## src/rtl/instr_pkg.sv

```systemverilog
// Opcodes, instruction word layout and the fixed coprocessor program.
// Word layout: {opcode[21:18], dst[17:12], src_a[11:6], src_b[5:0]}.
package instr_pkg;

   localparam int INSTR_W   = 22;
   localparam int ROM_DEPTH = 32;
   localparam int REG_W     = 6;

   typedef logic [INSTR_W-1:0] word_t;

   typedef enum logic [3:0] {
      LOAD   = 4'b0010,
      ADD    = 4'b0011,
      SUB    = 4'b0100,
      MUL    = 4'b0101,
      TRANSP = 4'b0110,
      OPP    = 4'b0111,
      DET    = 4'b1011
   } opcode_t;

   typedef enum logic [1:0] {
      IDLE,
      ISSUE,
      ADVANCE
   } seq_state_t;

   function automatic word_t mk_instr(input opcode_t op, input int dst,
                                      input int src_a, input int src_b);
      return {op, REG_W'(dst), REG_W'(src_a), REG_W'(src_b)};
   endfunction

   // Matrix program; the tail past the program length is never addressed.
   localparam word_t PROG_ROM [ROM_DEPTH] = '{
      mk_instr(LOAD,    1,  0,  0),
      mk_instr(LOAD,    2,  1,  0),
      mk_instr(ADD,     3,  1,  2),
      mk_instr(SUB,     4,  1,  2),
      mk_instr(MUL,     5,  1,  2),
      mk_instr(TRANSP,  6,  5,  0),
      mk_instr(OPP,     7,  6,  0),
      mk_instr(DET,     8,  5,  0),
      mk_instr(LOAD,    9,  2,  0),
      mk_instr(ADD,    10,  3,  9),
      mk_instr(MUL,    11, 10,  4),
      mk_instr(TRANSP, 12, 11,  0),
      mk_instr(SUB,    13, 12,  7),
      mk_instr(DET,    14, 13,  0),
      mk_instr(OPP,    15, 14,  0),
      mk_instr(LOAD,   16,  3,  0),
      mk_instr(ADD,    17, 16, 15),
      mk_instr(MUL,    18, 17, 17),
      mk_instr(DET,    19, 18,  0),
      mk_instr(SUB,    20, 19,  8),
      mk_instr(ADD,    21, 20,  1),
      word_t'(0), word_t'(0), word_t'(0), word_t'(0),
      word_t'(0), word_t'(0), word_t'(0), word_t'(0),
      word_t'(0), word_t'(0), word_t'(0)
   };

endpackage

```

## src/rtl/btn_debounce.sv

```systemverilog
// Push-button conditioner: 2-flop synchronizer, stable-count debounce and
// rising-edge detector producing a single step pulse per press.
module btn_debounce #(
   parameter int DB_CYCLES = 1_000_000
) (
   input  logic clk,
   input  logic rst_n,
   input  logic btn_n,
   output logic step
);

   localparam int CNT_W = $clog2(DB_CYCLES + 1);

   logic [1:0]       sync_q;
   logic             pressed;
   logic             level_q;
   logic             level_dly_q;
   logic [CNT_W-1:0] cnt_q;

   // Reset value 1 means the button reads as released.
   always_ff @(posedge clk or negedge rst_n) begin
      if (!rst_n) begin
         sync_q <= 2'b11;
      end else begin
         sync_q <= {sync_q[0], btn_n};
      end
   end

   assign pressed = ~sync_q[1];

   // The level flips on the DB_CYCLES-th consecutive sample that disagrees.
   always_ff @(posedge clk or negedge rst_n) begin
      if (!rst_n) begin
         cnt_q   <= '0;
         level_q <= 1'b0;
      end else if (pressed == level_q) begin
         cnt_q <= '0;
      end else if (cnt_q == CNT_W'(DB_CYCLES - 1)) begin
         cnt_q   <= '0;
         level_q <= pressed;
      end else begin
         cnt_q <= cnt_q + CNT_W'(1);
      end
   end

   always_ff @(posedge clk or negedge rst_n) begin
      if (!rst_n) begin
         level_dly_q <= 1'b0;
      end else begin
         level_dly_q <= level_q;
      end
   end

   assign step = level_q & ~level_dly_q;

endmodule

```

## src/rtl/instr_sequencer.sv

```systemverilog
// Steps a constant program out to a coprocessor over a valid/ready handshake.
// Define AUTORUN_EN to stream the program continuously; a step then restarts at word 0.
module instr_sequencer #(
   parameter int INSTR_W   = instr_pkg::INSTR_W,
   parameter int PROG_LEN  = 21,
   parameter int DB_CYCLES = 1_000_000
) (
   input  logic               clk,
   input  logic               rst_n,
   input  logic               step_btn,
   output logic [INSTR_W-1:0] instr,
   output logic               instr_valid,
   input  logic               instr_ready,
   output logic [4:0]         pc,
   output logic               wrapped
);

   import instr_pkg::*;

   localparam logic [4:0] LAST_PC = 5'(PROG_LEN - 1);

   seq_state_t         state_q, state_d;
   logic [4:0]         pc_q, pc_d;
   logic [INSTR_W-1:0] instr_q;
   logic               wrapped_q, wrapped_d;
   logic               step;

   btn_debounce #(
      .DB_CYCLES(DB_CYCLES)
   ) u_btn_debounce (
      .clk  (clk),
      .rst_n(rst_n),
      .btn_n(step_btn),
      .step (step)
   );

`ifdef AUTORUN_EN
   logic restart_q, restart_d;

   // A step can land in any state while streaming, so it is held until ADVANCE.
   always_ff @(posedge clk or negedge rst_n) begin
      if (!rst_n) begin
         restart_q <= 1'b0;
      end else begin
         restart_q <= restart_d;
      end
   end
`endif

   always_ff @(posedge clk or negedge rst_n) begin
      if (!rst_n) begin
         state_q   <= IDLE;
         pc_q      <= '0;
         instr_q   <= '0;
         wrapped_q <= 1'b0;
      end else begin
         state_q   <= state_d;
         pc_q      <= pc_d;
         instr_q   <= INSTR_W'(PROG_ROM[pc_d]);
         wrapped_q <= wrapped_d;
      end
   end

   // The instr register tracks the next pc, so the word is settled before ISSUE.
   always_comb begin
      state_d   = state_q;
      pc_d      = pc_q;
      wrapped_d = 1'b0;
`ifdef AUTORUN_EN
      restart_d = restart_q | step;
`endif
      case (state_q)
         IDLE: begin
`ifdef AUTORUN_EN
            state_d = ISSUE;
`else
            if (step) begin
               state_d = ISSUE;
            end
`endif
         end
         ISSUE: begin
            if (instr_ready) begin
               state_d = ADVANCE;
            end
         end
         ADVANCE: begin
            if (pc_q == LAST_PC) begin
               pc_d      = '0;
               wrapped_d = 1'b1;
            end else begin
               pc_d = pc_q + 5'd1;
            end
`ifdef AUTORUN_EN
            if (restart_q || step) begin
               pc_d = '0;
            end
            restart_d = 1'b0;
            state_d   = ISSUE;
`else
            state_d = IDLE;
`endif
         end
         default: begin
            state_d = IDLE;
         end
      endcase
   end

   assign instr       = instr_q;
   assign instr_valid = (state_q == ISSUE);
   assign pc          = pc_q;
   assign wrapped     = wrapped_q;

endmodule

```

## config.mk

```make
export PLATFORM = sky130hd
export DESIGN_NAME = instr_sequencer
export DESIGN_NICKNAME = d
export VERILOG_FILES = /design/src/rtl/instr_pkg.sv /design/src/rtl/btn_debounce.sv /design/src/rtl/instr_sequencer.sv
export SDC_FILE = /design/constraint.sdc
export NUM_CORES = 1
export LEC_CHECK = 0
export ABC_CLOCK_PERIOD_IN_PS = 4700
export CORE_ASPECT_RATIO = 0.7
export CORE_MARGIN = 1
export CORE_UTILIZATION = 40
export DETAILED_ROUTE_END_ITERATION = 16
export SKIP_CTS_REPAIR_TIMING = 1
export SYNTH_ARGS = -nofsm -noshare
export SYNTH_HDL_FRONTEND = slang
export SYNTH_SLANG_ARGS = --single-unit
```

## constraint.sdc

```tcl
create_clock -name clk -period 4.7 [get_ports clk]
set_input_delay 0.705 -clock clk [delete_from_list [all_inputs] [get_ports clk]]
set_output_delay 0.705 -clock clk [all_outputs]
set_load 0.05 [all_outputs]
```

==> results.yml <==
place:
  placed_cell_area_mm2: 0.00305
  hpwl_mm: 4.47
  port_buffers: 29
  place.gp.congestion: 0.915
clocking:
  clockBufferDepth: 2
  cts_made_buffers: 5
  cts_tree: "yes"
  htreeDepth: 2
  clkTransAtPathRegs_ns: 0.10
  cts_root_buf: "clkbuf_8"
  cts.sinks: 51
  clock_latency_ns: 0.30
power:
  p_per_area_mw_per_mm2: 278
  clkPwrFrac_pct: 35.0
  seq_power_share_pct: 52.3
  p_leak_nw: 1.30
  p_switching_mw: 0.236
  vdd_drop_max_mv: 0.160
  power.internal_mw: 0.643
  switching_share_pct: 26.9
  combPwrFrac_pct: 12.8
grt:
  grt_pass1_vias: 1880
  overflow: 0
  groute.usage.overall_pct: 18.2
  grt_max_degree: 52
  antenna_found_initial: 0
  grt_pass1_wl_mm: 9.94
synthesis:
  synth_edf_count: 0
  yosys.area.top_type: "dfrtp_1"
  ys_seq_area_share_pct: 47.4
  synth-seq-cells: 51
  synthFlopType: "dfrtp_1"
  async_reset_ff_share_pct: 100
  yosys_warnings: 0
  synth_top_area_share_pct: 45.5
  ys_types: 56
  synthCells: 270
  yosys-top-cells-area: "dfrtp_1, nor2_1, ha_1"
  avgSynthCellArea_um2: 9.99
  synth.cell_area_mm2: 0.00270
detailed_routing:
  drt-wirelength-per-cell_um: 15.8
  drt_wl_total_mm: 6.16
  drtIter0Drc: 112
  vias: 2080
  ant_nets: 0
  vias_per_cell: 5.33
  drc: 0
  first_pass_iters: 5
run_status:
  status: "finished clean"
critical_path:
  end_kind: "register"
  r2r_end: "instr[20]$_DFF_PN0_"
  arrival_ns: 3.09
  cp_max_fo: 11
  crit_type: "reg -> reg"
  startpoint_type: "register"
  r2r_cells: 7
  startpoint: "pc[2]$_DFF_PN0_"
  reg2reg_from: "pc[2]$_DFF_PN0_"
  required_ns: 4.91
  rrSetupSlack_ns: 1.82
timing:
  hold_violations: 0
  clock_skew_ns: 0.00645
  setup_viol: 0
  worst_slew_pin_slew_ns: 0.950
  holdWs_ns: 0.360
  slew_headroom_pct: 36.7
  drv_slew: 0
  rsz0062_at_grt: "false"
  tns_ns: 0
  fmax_mhz: 347
  post-route-period-util_pct: 61.4
  fin_crit_ns: 2.88
finish:
  nNetsFinal: 311
  syn_to_final_growth_pct: 17.3
  final_cell_area_mm2: 0.00316
  drive_gt1_share_pct: 7.36
  n_antenna_cell: 0
floorplan:
  dieWidth_um: 100
  rows: 24
  start_util_pct: 42.4
  core_area_mm2: 0.00637
  dieArea_mm2: 0.00708
  die-height_um: 70.7
  num_io_pins: 33
job:
  cap_viol_max_count: 0
hold_path:
  holdCritStartpoint: "u_btn_debounce.sync_q[0]$_DFF_PN1_"
  hold_depth: 0
  hold_path.class: "reg -> reg"
  holdPathEnd: "u_btn_debounce.sync_q[1]$_DFF_PN1_"
==> per-layer routing <==
metal	up-vias	GRT usage [%]	wire length, um
li1	1008	-	-
met1	990	30.3	3420
met2	80	23.7	2330
met3	2	3.56	378
met4	0	4.19	27
met5	-	0	0
==> synth_stat cells (2+ instances only) <==
cell type,number
a21oi_1,8
xnor2_1,11
and3_1,3
nor4b_1,2
o21ai_0,9
inv_1,11
a32oi_1,3
nor4_1,3
nand3b_1,5
buf_4,3
nand3_1,13
nor2b_1,2
nand4_1,6
nand2_1,21
nor2_1,34
buf_2,7
dfrtp_1,49
o22ai_1,2
mux2i_1,2
dfstp_2,2
ha_1,9
and2_1,4
xor2_1,10
nor3_1,8
nand2b_1,3
o211ai_1,4
and4_1,3
o21a_1,4
o31a_1,2
==> per-stage QoR <==
| stage | utilization [%] | total power, mW | worst slack (ns) | cells |
|---|---|---|---|---|
| floorplan | - | 0.540 | 2.08 | 272 |
| global placement | 47.9 | 0.582 | 1.74 | 382 |
| detailed placement | 47.9 | 0.581 | 1.87 | 382 |
| CTS | 49.7 | 0.890 | 1.83 | 390 |
| global route | 49.7 | 0.920 | 1.64 | 390 |
| finish | 49.7 | 0.879 | 1.82 | 390 |
==> kinds of logic (layout without fill, tap and decap cells) <==
| logic type | count (synthesis) | count (layout) | share of synthesized area [%] |
|---|---|---|---|
| muxes | 2 | 2 | 0.742 |
| DFF | 51 | 51 | 47.4 |
| other | 1 | 3 | 0.139 |
| AOI/OAI and AO/OA | 49 | 49 | 14.4 |
| buffers and inverters | 22 | 49 | 3.80 |
| and+or+nand+nor | 115 | 115 | 22.5 |
| xor gates and xnor gates | 21 | 21 | 6.82 |
| adders and majority gates | 9 | 9 | 4.18 |
==> sequential cells by signal (all words and copies together), names as in the netlist <==
register and count:
instr 19, pc 5, state_q 2, u_btn_debounce.cnt_q 20, u_btn_debounce.level_dly_q 1, u_btn_debounce.level_q 1
u_btn_debounce.sync_q 2, wrapped 1
==> area by class of cell <==
class | count | area, um2
clock inverter | 3 | 43.8
timing repair buffer | 30 | 293
inverter | 11 | 41.3
tap | 91 | 114
sequential | 51 | 1280
clock buffer | 5 | 68.8
multi-input combinational | 199 | 1320
fill | 617 | 3200
==> power by group through the flow <==
stage	Combinational, mW	Clock [mW]	Sequential (mW)
2_1_floorplan	0.0390	0	0.501
3_3_place_gp	0.114	0	0.468
3_5_place_dp	0.113	0	0.468
4_1_cts	0.113	0.317	0.460
5_1_grt	0.121	0.338	0.461
6_report	0.112	0.307	0.459
==> layout by cell type (no fill, tap or decap), drive strengths merged, types with 4 or more instances in the layout <==
cell type      instances
nand3                 13
o21a                   4
xor2                  10
nand3b                 6
nand4                  6
ha                     9
o21ai                 11
inv                   11
nor3                   9
and2                   4
a21oi                  8
o211ai                 4
nor2                  34
xnor2                 11
clkbuf                 5
dfrtp                 49
clkdlybuf4s50         28
nand2                 21
==> critical path: stages (launching register included) <==
cell      delay (ns)
dfrtp_1         0.66
and4b_1         0.36
nor3_1          0.06
a21oi_1         0.47
inv_1           0.30
ha_1            0.32
o41a_1          0.42
o211ai_1        0.19
==> how the worst max path moves through the flow <==
stage	end	depth (start not counted)
2_1_floorplan	instr[20]$_DFF_PN0_	8
3_3_place_gp	instr[20]$_DFF_PN0_	7
3_5_place_dp	instr[20]$_DFF_PN0_	9
4_1_cts	instr[20]$_DFF_PN0_	7
5_1_grt	instr[14]$_DFF_PN0_	7
6_report	instr[20]$_DFF_PN0_	7
(Power assumes the default switching activity.)
